--- src/rtl/fruit_launcher.sv ---
// Multi-slot fruit projectile engine: launch, gravity, wall bounce, blade slicing, exit.
// Optional FRUIT_PAUSE_EN adds a `pause` input that freezes the whole engine.
module fruit_launcher #(
  parameter int NUM_FRUITS = 4,
  parameter int VEL_W      = 8,
  parameter int X_MAX      = 639,
  parameter int Y_MAX      = 479,
  parameter int SIZE       = 4,
  parameter int GRAVITY    = 1,
  parameter int VMAX       = 12
) (
  input  logic                    frame_clk,
  input  logic                    Reset,
`ifdef FRUIT_PAUSE_EN
  input  logic                    pause,
`endif
  input  logic                    launch_valid,
  output logic                    launch_ready,
  input  logic [9:0]              launch_x,
  input  logic [VEL_W-1:0]        launch_vx,
  input  logic [VEL_W-1:0]        launch_vy,
  input  logic                    blade_valid,
  input  logic [9:0]              blade_x,
  input  logic [9:0]              blade_y,
  output logic [10*NUM_FRUITS-1:0] fruitX,
  output logic [10*NUM_FRUITS-1:0] fruitY,
  output logic [9:0]              fruitS,
  output logic [NUM_FRUITS-1:0]   fruit_active,
  output logic [NUM_FRUITS-1:0]   fruit_sliced,
  output logic                    slice_pulse,
  output logic                    miss_pulse,
  output logic [7:0]              hit_count,
  output logic [7:0]              miss_count
);

  typedef enum logic [1:0] {IDLE, FLYING, SLICED} slot_state_t;

  localparam logic signed [10:0] SZ  = 11'(SIZE);
  localparam logic signed [10:0] XMX = 11'(X_MAX);
  localparam logic signed [10:0] YMX = 11'(Y_MAX);
  localparam logic signed [10:0] GRV = 11'(GRAVITY);
  localparam logic signed [10:0] VMX = 11'(VMAX);

  slot_state_t             state_q [NUM_FRUITS];
  slot_state_t             state_d [NUM_FRUITS];
  logic [9:0]              x_q [NUM_FRUITS];
  logic [9:0]              x_d [NUM_FRUITS];
  logic [9:0]              y_q [NUM_FRUITS];
  logic [9:0]              y_d [NUM_FRUITS];
  logic signed [VEL_W-1:0] vx_q [NUM_FRUITS];
  logic signed [VEL_W-1:0] vx_d [NUM_FRUITS];
  logic signed [VEL_W-1:0] vy_q [NUM_FRUITS];
  logic signed [VEL_W-1:0] vy_d [NUM_FRUITS];

  logic       run;
  logic       any_idle;
  logic [2:0] launch_idx;
  logic       launch_fire;
  logic [3:0] n_hit;
  logic [3:0] n_miss;
  logic [8:0] hit_sum;
  logic [8:0] miss_sum;
  logic [7:0] hit_d;
  logic [7:0] miss_d;

`ifdef FRUIT_PAUSE_EN
  assign run = ~pause;
`else
  assign run = 1'b1;
`endif

  // Lowest-index idle slot wins, so scan from the top down.
  always_comb begin
    launch_idx = '0;
    any_idle   = 1'b0;
    for (int i = NUM_FRUITS - 1; i >= 0; i--) begin
      if (state_q[i] == IDLE) begin
        launch_idx = 3'(i);
        any_idle   = 1'b1;
      end
    end
  end

  assign launch_ready = any_idle & run;
  assign launch_fire  = launch_valid & launch_ready;

  always_ff @(posedge frame_clk or posedge Reset) begin
    if (Reset) begin
      for (int i = 0; i < NUM_FRUITS; i++) begin
        state_q[i] <= IDLE;
        x_q[i]     <= '0;
        y_q[i]     <= '0;
        vx_q[i]    <= '0;
        vy_q[i]    <= '0;
      end
      slice_pulse <= 1'b0;
      miss_pulse  <= 1'b0;
      hit_count   <= '0;
      miss_count  <= '0;
    end else begin
      for (int i = 0; i < NUM_FRUITS; i++) begin
        state_q[i] <= state_d[i];
        x_q[i]     <= x_d[i];
        y_q[i]     <= y_d[i];
        vx_q[i]    <= vx_d[i];
        vy_q[i]    <= vy_d[i];
      end
      slice_pulse <= (n_hit != '0);
      miss_pulse  <= (n_miss != '0);
      hit_count   <= hit_d;
      miss_count  <= miss_d;
    end
  end

  always_comb begin
    logic signed [10:0] nx;
    logic signed [10:0] ny;
    logic signed [10:0] x_lo;
    logic signed [10:0] x_hi;
    logic signed [10:0] y_lo;
    logic signed [10:0] dx;
    logic signed [10:0] dy;
    logic signed [10:0] vy_base;
    logic signed [10:0] vy_w;
    logic               hit;
    logic               exiting;
    n_hit   = '0;
    n_miss  = '0;
    nx      = '0;
    ny      = '0;
    x_lo    = '0;
    x_hi    = '0;
    y_lo    = '0;
    dx      = '0;
    dy      = '0;
    vy_base = '0;
    vy_w    = '0;
    hit     = 1'b0;
    exiting = 1'b0;
    for (int i = 0; i < NUM_FRUITS; i++) begin
      state_d[i] = state_q[i];
      x_d[i]     = x_q[i];
      y_d[i]     = y_q[i];
      vx_d[i]    = vx_q[i];
      vy_d[i]    = vy_q[i];
      if (run) begin
        if (state_q[i] == IDLE) begin
          if (launch_fire && launch_idx == 3'(i)) begin
            state_d[i] = FLYING;
            x_d[i]     = launch_x;
            y_d[i]     = 10'(Y_MAX - SIZE);
            vx_d[i]    = launch_vx;
            vy_d[i]    = launch_vy;
          end
        end else begin
          nx      = $signed({1'b0, x_q[i]}) + 11'(vx_q[i]);
          ny      = $signed({1'b0, y_q[i]}) + 11'(vy_q[i]);
          x_lo    = nx - SZ;
          x_hi    = nx + SZ;
          y_lo    = ny - SZ;
          dx      = $signed({1'b0, x_q[i]}) - $signed({1'b0, blade_x});
          dy      = $signed({1'b0, y_q[i]}) - $signed({1'b0, blade_y});
          hit     = blade_valid && (state_q[i] == FLYING) &&
                    (dx >= -SZ) && (dx <= SZ) && (dy >= -SZ) && (dy <= SZ);
          exiting = !vy_q[i][VEL_W-1] && (vy_q[i] != '0) && ((ny + SZ) >= YMX);
          vy_base = 11'(vy_q[i]);
          if (hit) begin
            state_d[i] = SLICED;
            n_hit      = n_hit + 4'd1;
          end
          // A slice on the exit edge keeps the fruit alive one more frame as SLICED.
          if (exiting) begin
            if (!hit) begin
              state_d[i] = IDLE;
              if (state_q[i] == FLYING) n_miss = n_miss + 4'd1;
            end
          end else begin
            if (x_lo[10]) begin
              x_d[i]  = 10'(SIZE);
              vx_d[i] = -vx_q[i];
            end else if (x_hi > XMX) begin
              x_d[i]  = 10'(X_MAX - SIZE);
              vx_d[i] = -vx_q[i];
            end else begin
              x_d[i] = nx[9:0];
            end
            if (y_lo[10]) begin
              y_d[i]  = 10'(SIZE);
              vy_base = '0;
            end else begin
              y_d[i] = ny[9:0];
            end
          end
          vy_w    = vy_base + GRV;
          vy_d[i] = (vy_w > VMX) ? VMX[VEL_W-1:0] : vy_w[VEL_W-1:0];
          if (hit) vx_d[i] = '0;
        end
      end
    end
    hit_sum  = {1'b0, hit_count} + 9'(n_hit);
    miss_sum = {1'b0, miss_count} + 9'(n_miss);
    hit_d    = hit_sum[8] ? 8'hFF : hit_sum[7:0];
    miss_d   = miss_sum[8] ? 8'hFF : miss_sum[7:0];
  end

  assign fruitS = 10'(SIZE);

  for (genvar g = 0; g < NUM_FRUITS; g++) begin : g_out
    assign fruitX[10*g +: 10] = x_q[g];
    assign fruitY[10*g +: 10] = y_q[g];
    assign fruit_active[g]    = (state_q[g] != IDLE);
    assign fruit_sliced[g]    = (state_q[g] == SLICED);
  end

endmodule
--- config.mk ---
export PLATFORM = sky130hd
export DESIGN_NAME = fruit_launcher
export DESIGN_NICKNAME = d
export VERILOG_FILES = /design/src/rtl/fruit_launcher.sv
export SDC_FILE = /design/constraint.sdc
export NUM_CORES = 1
export LEC_CHECK = 0
export CAP_MARGIN = 20
export CORE_MARGIN = 1
export CORE_UTILIZATION = 65
export DETAILED_ROUTE_END_ITERATION = 7
export PLACE_DENSITY = 0.88
export SYNTH_ARGS = -nofsm -noshare
export SYNTH_HDL_FRONTEND = slang
export SYNTH_SLANG_ARGS = --single-unit
--- constraint.sdc ---
create_clock -name frame_clk -period 15.3 [get_ports frame_clk]
set_input_delay 4.59 -clock frame_clk [delete_from_list [all_inputs] [get_ports frame_clk]]
set_output_delay 4.59 -clock frame_clk [all_outputs]
set_load 0.03 [all_outputs]
==> impl_metrics.tcl <==
set metrics [dict create \
    start_kind "input port" \
    finalSetupTns_ns 0 \
    critPathBufInv 3 \
    synth_cell_types 112 \
    arrival_ns 11.46 \
    max_cap_viol_count 0 \
    wl_per_cell_um 22.1 \
    vias 20900 \
    multiInputGateArea_um2 15000 \
    drive_above_1_share_pct 5.21 \
    synth_top_family_by_area "compound AO/OA/AOI/OAI gates" \
    final_util_pct 74.9 \
    yosysMostFrequentCell "ha_1" \
    cts_buffers 17 \
    path_delay_family "adder cells" \
    synth-compound-area-share_pct 27.2 \
    synth-async-reset-ratio_pct 100 \
    yosysTopAreaCell "dfrtp_1" \
    place_hpwl_um 49900 \
    grt_max_degree 97 \
    root_buffer "clkbuf_16" \
    final-hold-violation-count 0 \
    max_clock_freq_mhz 89.8 \
    core_um2 29900 \
    worstHoldPathCells 1 \
    slew_viol_final 0 \
    drt_drc_violations_left 0 \
    fillers 2318 \
    grt_first_pass_wirelength_um 103000 \
    muxShareOfSynthArea_pct 2.12 \
    numClockSinks 170 \
    synth_flop_cell "dfrtp_1" \
    yosysTopAreaCellShare_pct 21.3 \
    clockBufferDepth 2 \
    yosys.area_share.simple_pct 24.7 \
    relSlewSlack_pct 30.6 \
    r2r_cells 22 \
    syn_to_final_growth_pct 12.3 \
    cts_tree "done" \
    synth_edf_count 0 \
    ant_nets 0 \
    grt_overflow 0 \
    end_kind "flip-flop" \
    rows 63 \
    ys_seq_area_share_pct 21.3 \
    die_area_um2 31400 \
    io_pins 167 \
    drtPass1Iterations 6 \
    leakage_nw 9.69 \
    yosysWarnings 0 \
    status "finished, final reports clean" \
    synth-adder-area-share_pct 15.0 \
    grt_pass1_vias 19500 \
    drt-initial-drc-count 2085 \
    track_usage_pct 41.8 \
    min_period_ns 11.14 \
    hold_class "flip-flop to flip-flop" \
    start_util_pct 66.7 \
    ys_top_cells_by_area "dfrtp_1 (21%), ha_1 (13%), nor2_1 (3.9%)" \
    synth.avg_cell_area_um2 8.12 \
    synthXorXnorAreaFrac_pct 5.92 \
    port_buffers 156 \
    h-tree-depth 4 \
    cellPowerDensity_nw_per_um2 259 \
    cp_slowest_stage_delay_ns 0.72 \
    holdBufCountCts 0 \
    synth_common_cells "ha_1 (210), nor2_1 (209), nand2_1 (190)" \
    rsz0062_at_grt "false" \
    cp_num_cells 25 \
    syn-cell-area_um2 19900 \
    post-cts-setup-buffer-count 0 \
    min_period_over_period_pct 72.8 \
    crit_fanout 6 \
    routed_wirelength_um 65800 \
    cpMaxStageDelayCell "clkdlybuf4s50_1" \
    synthCells 2453 \
    clkLatencyLatePin_ns 0.46 \
    die_y_um 177 \
    setup_viol 0 \
    vias_per_cell 7.00 \
    path_class "input port to flip-flop" \
    cp_common_cell "ha_1" \
    routabilityCongestion 0.988 \
    cts.clk_slew.worst_paths_ns 0.07 \
    cts_resized 0 \
    ys_seq_elements 170 \
    register_area_um2 4250 \
    worstPathRequired_ns 15.62 \
    peakVddDrop_v 0.000220 \
    antenna_cells 0 \
    finClkSkew_ns 0.0151 \
    nets 2855 \
    die_w_um 177 \
    antenna_found_initial 2 \
    tightest_slew_ns 1.03 \
]
-- registers in the layout, summed over array words and instances, names as in the netlist --
name	count
fruitX	40
fruitY	40
vx_q	32
vy_q	32
hit_count	8
miss_count	8
state_q	8
miss_pulse	1
slice_pulse	1
-- worst paths after layout --
kind / start / endpoint / slack [ns]
hold / removal: hit_count[4]$_DFF_PP0_ / hit_count[4]$_DFF_PP0_ / 0.55
setup reg to reg: fruitY[1]$_DFFE_PP0P_ / miss_count[3]$_DFF_PP0_ / 8.23
min in group asynchronous: Reset / fruitY[29]$_DFFE_PP0P_ / 4.68
max in group asynchronous: Reset / fruitX[11]$_DFFE_PP0P_ / 9.07
hold reg to reg: hit_count[4]$_DFF_PP0_ / hit_count[4]$_DFF_PP0_ / 0.55
setup / recovery: blade_y[1] / hit_count[3]$_DFF_PP0_ / 4.16
-- routing by layer --
layer	global-route usage [%]	part of all wire [%]	vias to the layer above
li1	-	-	9559
met1	52.6	39	9874
met2	67.4	45	1165
met3	7.07	9.5	256
met4	24.4	6.2	0
met5	0	0	-
-- layout by cell type, fill, tap and decap left out, types with 33 or more instances in the layout --
| cell | instances |
|---|---|
| nor2b_1 | 52 |
| nand2_1 | 190 |
| inv_1 | 109 |
| o21ai_0 | 145 |
| dfrtp_1 | 170 |
| nor3_1 | 90 |
| xor2_1 | 51 |
| a21oi_1 | 146 |
| nor2_1 | 208 |
| nand2b_1 | 33 |
| o21a_1 | 40 |
| nand3_1 | 78 |
| a21o_1 | 40 |
| clkdlybuf4s50_1 | 156 |
| ha_1 | 210 |
| xnor2_1 | 68 |
| a31oi_1 | 44 |
-- cell type report --
cell class / count / share of cell area [%]
Clock buffer: 17 / 1.90
Clock inverter: 15 / 0.593
Tap cell: 390 / 2.18
Multi-Input combinational cell: 2107 / 66.9
Sequential cell: 170 / 19.0
Inverter: 112 / 1.90
Timing Repair Buffer: 169 / 7.48
-- stage by stage --
step,std cells,worst slack (ns),instance area [um2],hold slack (ns),power [mW]
4_1_cts,2978,4.31,22400,0.547,5.68
6_report,2980,4.16,22400,0.545,5.81
5_1_grt,2980,3.83,22400,0.584,6.26
3_3_place_gp,2946,4.05,21800,0.504,5.06
2_1_floorplan,2461,5.23,20000,0.485,4.13
3_5_place_dp,2946,3.84,21800,0.530,5.20
-- logic make-up (layout without fill, tap and decap cells) --
group                    Yosys count  count (layout)
buffers and inverters            184             313
XOR/XNOR                         127             127
flip-flops                       170             170
adder cells (fa/ha/maj)          228             228
AND/OR/NAND/NOR                  933             933
other                              2              10
multiplexers                      41              41
AO/OA/AOI/OAI                    768             768
-- report_power, final --
part / total [mW] / internal (mW) / switching (mW)
Combinational: 4.49 / 1.78 / 2.71
Clock: 0.433 / 0.215 / 0.218
Sequential: 0.886 / 0.614 / 0.272
(Power assumes the default switching activity.)
